**src/rtl/prince_op_sequencer_if.sv**
```systemverilog
// Host handshake and datapath control bundle for the PRINCE operation sequencer.
// master: host/datapath side; slave: the sequencer that drives all controls.
interface prince_op_sequencer_if;
    logic       in_valid;
    logic       in_ready;
    logic       out_valid;
    logic       out_ready;
    logic       load_sel;
    logic       state_en;
    logic       rnd_en;
    logic [3:0] round;
    logic [3:0] stage;
    logic       mid_sel;
    logic       inv_sel;
    logic       last_sel;
    logic       busy;

    modport master (
        output in_valid,
        output out_ready,
        input  in_ready,
        input  out_valid,
        input  load_sel,
        input  state_en,
        input  rnd_en,
        input  round,
        input  stage,
        input  mid_sel,
        input  inv_sel,
        input  last_sel,
        input  busy
    );

    modport slave (
        input  in_valid,
        input  out_ready,
        output in_ready,
        output out_valid,
        output load_sel,
        output state_en,
        output rnd_en,
        output round,
        output stage,
        output mid_sel,
        output inv_sel,
        output last_sel,
        output busy
    );
endinterface

```
**src/rtl/prince_op_sequencer.sv**
```systemverilog
// Operation sequencer for the masked, pipelined-S-box PRINCE round datapath.
// Walks the 11-round schedule (middle round twice as long) and freezes the result until consumed.
//
// state | meaning
// IDLE  | waiting for a request, in_ready=1
// LOAD  | one cycle, datapath loads whitened input
// RUN   | rounds 1..11 with per-round S-box stages, PRNG advancing
// HOLD  | result frozen, out_valid=1 until out_ready
module prince_op_sequencer #(
    parameter int SBOX_STAGES = 4
) (
    input  logic                  clk,
    input  logic                  reset,
    prince_op_sequencer_if.slave  bus
);

    if (SBOX_STAGES < 1 || SBOX_STAGES > 8) begin : g_bad_stages
        $error("prince_op_sequencer: SBOX_STAGES must be in 1..8");
    end

    typedef enum logic [1:0] {
        ST_IDLE = 2'd0,
        ST_LOAD = 2'd1,
        ST_RUN  = 2'd2,
        ST_HOLD = 2'd3
    } state_t;

    localparam logic [3:0] STG_LAST     = 4'(SBOX_STAGES - 1);
    localparam logic [3:0] STG_MID_LAST = 4'(2 * SBOX_STAGES - 1);
    localparam logic [3:0] STG_HALF     = 4'(SBOX_STAGES);
    localparam logic [3:0] RND_MID      = 4'd6;
    localparam logic [3:0] RND_LAST     = 4'd11;

    state_t     state_q, state_d;
    logic [3:0] round_q, round_d;
    logic [3:0] stage_q, stage_d;

    logic in_run;
    logic rnd_last_stg;
    logic op_last;

    always_comb begin
        in_run       = (state_q == ST_RUN);
        rnd_last_stg = (round_q == RND_MID) ? (stage_q == STG_MID_LAST)
                                            : (stage_q == STG_LAST);
        op_last      = in_run && (round_q == RND_LAST) && (stage_q == STG_LAST);
    end

    always_ff @(posedge clk or negedge reset) begin
        if (!reset) begin
            state_q <= ST_IDLE;
            round_q <= 4'd0;
            stage_q <= 4'd0;
        end else begin
            state_q <= state_d;
            round_q <= round_d;
            stage_q <= stage_d;
        end
    end

    // round/stage are held at zero outside RUN so the outputs need no extra gating
    always_comb begin
        state_d = state_q;
        round_d = round_q;
        stage_d = stage_q;
        case (state_q)
            ST_IDLE: begin
                if (bus.in_valid) begin
                    state_d = ST_LOAD;
                    round_d = 4'd0;
                    stage_d = 4'd0;
                end
            end
            ST_LOAD: begin
                state_d = ST_RUN;
                round_d = 4'd1;
                stage_d = 4'd0;
            end
            ST_RUN: begin
                if (op_last) begin
                    state_d = ST_HOLD;
                    round_d = 4'd0;
                    stage_d = 4'd0;
                end else if (rnd_last_stg) begin
                    round_d = round_q + 4'd1;
                    stage_d = 4'd0;
                end else begin
                    stage_d = stage_q + 4'd1;
                end
            end
            ST_HOLD: begin
                if (bus.out_ready) begin
                    state_d = bus.in_valid ? ST_LOAD : ST_IDLE;
                    round_d = 4'd0;
                    stage_d = 4'd0;
                end
            end
            default: begin
                state_d = ST_IDLE;
                round_d = 4'd0;
                stage_d = 4'd0;
            end
        endcase
    end

    assign bus.in_ready  = (state_q == ST_IDLE) || ((state_q == ST_HOLD) && bus.out_ready);
    assign bus.out_valid = (state_q == ST_HOLD);
    assign bus.load_sel  = (state_q == ST_LOAD);
    assign bus.state_en  = (state_q == ST_LOAD) || in_run;
    assign bus.rnd_en    = in_run;
    assign bus.busy      = (state_q == ST_LOAD) || in_run;
    assign bus.round     = round_q;
    assign bus.stage     = stage_q;
    assign bus.mid_sel   = in_run && (round_q == RND_MID);
    assign bus.inv_sel   = in_run && ((round_q > RND_MID) ||
                                      ((round_q == RND_MID) && (stage_q >= STG_HALF)));
    assign bus.last_sel  = op_last;

endmodule

```
**src/flat_wrapper.sv**
```systemverilog
// flat-port wrapper written by rule: the top's interface ports become plain ports
module prince_op_sequencer_flat 
#(
    parameter int SBOX_STAGES = 4
)
  (clk, reset, bus_in_valid, bus_out_ready, bus_in_ready, bus_out_valid, bus_load_sel, bus_state_en, bus_rnd_en, bus_round, bus_stage, bus_mid_sel, bus_inv_sel, bus_last_sel, bus_busy);
  prince_op_sequencer_if bus_i ();
  input  logic clk;
  input  logic reset;
  input wire logic [$bits(bus_i.in_valid)-1:0] bus_in_valid;
  input wire logic [$bits(bus_i.out_ready)-1:0] bus_out_ready;
  output wire logic [$bits(bus_i.in_ready)-1:0] bus_in_ready;
  output wire logic [$bits(bus_i.out_valid)-1:0] bus_out_valid;
  output wire logic [$bits(bus_i.load_sel)-1:0] bus_load_sel;
  output wire logic [$bits(bus_i.state_en)-1:0] bus_state_en;
  output wire logic [$bits(bus_i.rnd_en)-1:0] bus_rnd_en;
  output wire logic [$bits(bus_i.round)-1:0] bus_round;
  output wire logic [$bits(bus_i.stage)-1:0] bus_stage;
  output wire logic [$bits(bus_i.mid_sel)-1:0] bus_mid_sel;
  output wire logic [$bits(bus_i.inv_sel)-1:0] bus_inv_sel;
  output wire logic [$bits(bus_i.last_sel)-1:0] bus_last_sel;
  output wire logic [$bits(bus_i.busy)-1:0] bus_busy;
  assign bus_i.in_valid = bus_in_valid;
  assign bus_i.out_ready = bus_out_ready;
  assign bus_in_ready = bus_i.in_ready;
  assign bus_out_valid = bus_i.out_valid;
  assign bus_load_sel = bus_i.load_sel;
  assign bus_state_en = bus_i.state_en;
  assign bus_rnd_en = bus_i.rnd_en;
  assign bus_round = bus_i.round;
  assign bus_stage = bus_i.stage;
  assign bus_mid_sel = bus_i.mid_sel;
  assign bus_inv_sel = bus_i.inv_sel;
  assign bus_last_sel = bus_i.last_sel;
  assign bus_busy = bus_i.busy;
  prince_op_sequencer #(.SBOX_STAGES(SBOX_STAGES)) u_core (.clk(clk), .reset(reset), .bus(bus_i));
endmodule
```
**config.mk**
```make
export PLATFORM = sky130hd
export DESIGN_NAME = prince_op_sequencer_flat
export DESIGN_NICKNAME = d
export VERILOG_FILES = /design/src/rtl/prince_op_sequencer_if.sv /design/src/rtl/prince_op_sequencer.sv /design/src/flat_wrapper.sv
export SDC_FILE = /design/constraint.sdc
export NUM_CORES = 1
export LEC_CHECK = 0
export BUFFER_PORTS_ARGS = -buffer_cell sky130_fd_sc_hd__buf_2
export CORE_AREA = 10 10 49 51
export DETAILED_ROUTE_END_ITERATION = 10
export DIE_AREA = 0 0 59 61
export PLACE_DENSITY = 0.74
export SLEW_MARGIN = 20
export SYNTH_ARGS = -nofsm -noshare
export SYNTH_HDL_FRONTEND = slang
export SYNTH_SLANG_ARGS = --single-unit
```
**constraint.sdc**
```tcl
create_clock -name clk -period 4.7 [get_ports clk]
set_clock_uncertainty 0.05 [all_clocks]
set_input_delay 0.47 -clock clk [delete_from_list [all_inputs] [get_ports clk]]
set_output_delay 0.47 -clock clk [all_outputs]
set_load 0.05 [all_outputs]
```
==> results.md <==
- Io pins: 21
- Worst path top cell family by delay: simple AND/OR/NAND/NOR gates
- Grt peak-use layer: met2
- CTS tree: built
- CTS Buf Count: 3
- Routed wire per std cell: 16.4 microns
- CP startpoint kind: flip-flop
- Drt drc: 0
- Post-synth EDFFs: 0
- Most common cell after layout, fill and taps aside: buf_2
- FILL cells: 140
- Synth Flop Type: dfrtp_1
- Synth unique cells: 38
- Syn Std Cell Area: 753 sq um
- GR Util met3: 0.0459
- Root Driver: clkbuf_4
- Final period utilization: 0.466
- Starting DRC count in detailed routing: 7
- Antenna viol nets, final: 0
- Largest net degree at the start of global routing: 11
- RSZ-0062 raised after global routing: no
- First-pass GRT wire length: 3510 microns
- Final count of hold timing violations: 0
- Seq/Total Area, Yosys: 0.332
- WP data arrival: 1.67 ns
- Grt ovf: 0
- Max cap viols: 0
- Area added between synthesis and finish: 19.8%
- Vias: 695
- Initial Utilization: 0.512
- Total track usage: 0.120
- Slowest cell on crit path: dfrtp_1
- Final Critical Period: 2.19 ns
- Worst Setup EP: bus_last_sel
- CP Capture Type: output port
- HP Class: input pin to async pin
- Yosys warnings: 0
- Top cell type's share of synthesized area: 0.332
- Synth area leaders: dfrtp_1, ha_1, inv_1, mux2_1, mux2i_4
- Yosys top cell by area: dfrtp_1
- Mean Syn Cell Area: 9.53 sq um
- N_diodes: 0
- Drt total wl: 1930 microns
- Die Y: 61 microns
- FMAX: 0.456 GHz
- Met1 GRT Util: 0.137
- Reg-to-Reg End: u_core.state_q[0]
- Clock Tree Buf Depth: 2
- Crit path from: u_core.bus.stage[0]
- Proportion of layout cells with a drive suffix above 1: 0.304
- Core area: 1470 sq um
- CTS H-Tree Depth: 1
- LEAKAGE: 0.000457 uW
- Post-Route Utilization: 0.613
- CP cell instances: ha_1 > and4b_4 > and3_2 > buf_2
- Status: completed
- Mapped Cells: 79
- Post CTS Setup Buffer Count: 0
- Port bufs: 20
- R2R Setup Slk: 2.73 ns
- Buf+Inv Stages, Crit Path: 1
- DR pass1 iterations: 4
- Worst-margin pin slew: 0.315 ns
- Path depth of the worst reg2reg path: 6
- Critical path class: flip-flop to output port
- Met2 Track Usage GR: 0.195
- CP max stage delay: 0.42 ns
- FP Rows: 14
- Headroom to the max-slew limit: 0.785
- Die area: 3600 sq um
- WP data required: 4.18 ns
- Clock Sinks: 10
- Total Neg Setup Slack: 0 ns
- Antenna violations before repair: 0
- Fin area: 902 sq um
- Worst vdd rail ir drop: 0.111 mV
- DP HPWL: 1480 microns
- Crit. path cell count: 4
- Highest-count cells in the layout ignoring fill and taps: buf_2, dfrtp_1, ha_1
- Area after DPL: 866 sq um
- Later-pin clock latency in the skew report: 0.26 ns
- Final GP Congestion: 0.796
- CTS Hold Buffers Added: 0
- Post-CTS sizing: 0
- Worst-path clk slew: 0.07 ns
- Reg2reg start: u_core.state_q[1]
- Final setup viols: 0
- Final net count: 115
- Asr flop ratio synth: 1.00
- Slew Limit Fails: 0
- Crit path max fanout: 5
- Number of global-route vias before repair: 778
- PD cells: 195 nW/um^2
- Vias per inst: 5.89
- Syn nets: 91
- Die Wd: 59 microns
- Number of synthesized register bits: 10
## synth_stat cells, drive strengths merged (2+ instances only)
| cell type | count |
|---|---|
| a211oi | 2 |
| a21oi | 3 |
| a31oi | 2 |
| dfrtp | 10 |
| ha | 8 |
| inv | 6 |
| mux2 | 2 |
| mux2i | 2 |
| nand2 | 6 |
| nand3 | 2 |
| nand4 | 2 |
| nor2 | 7 |
| o21ai | 6 |
| or2b | 2 |
## cells by family (layout without fill, tap and decap cells)
| kind of cell | count (synthesis) | count (layout) | share of synthesized area |
|---|---|---|---|
| compound gates | 20 | 20 | 0.191 |
| fa+ha+maj | 8 | 8 | 0.133 |
| buf+inv | 7 | 30 | 0.0399 |
| flops | 10 | 10 | 0.332 |
| mux | 4 | 4 | 0.0731 |
| simple gates | 30 | 30 | 0.231 |
## final cells by class
class / instances / area, sq um / share of cell area
multi-input cells: 62 / 473 / 0.524
well taps: 16 / 20.0 / 0.0222
clock buffers: 4 / 36.3 / 0.0402
flip-flops and latches: 10 / 250 / 0.277
repair buffers: 20 / 100 / 0.111
inverters: 6 / 22.5 / 0.0250
## routing by layer
metal,vias to the layer above,part of all wire
met5,-,0
met3,2,0.066
met2,22,0.50
met1,338,0.43
li1,333,-
met4,0,0.0052
## where the power goes
| part | internal (uW) | switching [uW] | total [uW] |
|---|---|---|---|
| clock | 47.0 | 33.2 | 80.2 |
| combinational | 2.98 | 6.69 | 9.66 |
| sequential | 86.0 | 0 | 86.0 |
| total | 136 | 39.9 | 176 |
## worst min-delay path by stage
stage | startpoint | endpoint | slack, ns | depth (start not counted)
after floorplan | reset | u_core.bus.round[0] | 0.12 | 0
after global placement | reset | u_core.state_q[0] | 0.29 | 1
after detailed placement | reset | u_core.state_q[0] | 0.30 | 1
after CTS | reset | u_core.state_q[0] | 0.01 | 1
after global routing | reset | u_core.state_q[0] | 0.02 | 1
final | reset | u_core.bus.round[2] | 0.005 | 1
## state kept, by name, indices dropped and copies added, names as in the netlist
register and flops:
u_core.state_q 2, u_core.bus.round 4, u_core.bus.stage 4
## per-stage QoR
stage | cells | setup WS [ns] | hold slack, ns | power, uW
after detailed placement | 114 | 2.80 | 0.299 | 97.5
final | 118 | 2.51 | 0.00505 | 176
after CTS | 118 | 2.49 | 0.00982 | 177
after global routing | 118 | 2.39 | 0.0192 | 181
after global placement | 114 | 2.81 | 0.293 | 97.4
after floorplan | 79 | 2.13 | 0.124 | 93.2
Note: power is estimated with default switching activity, not from simulation.
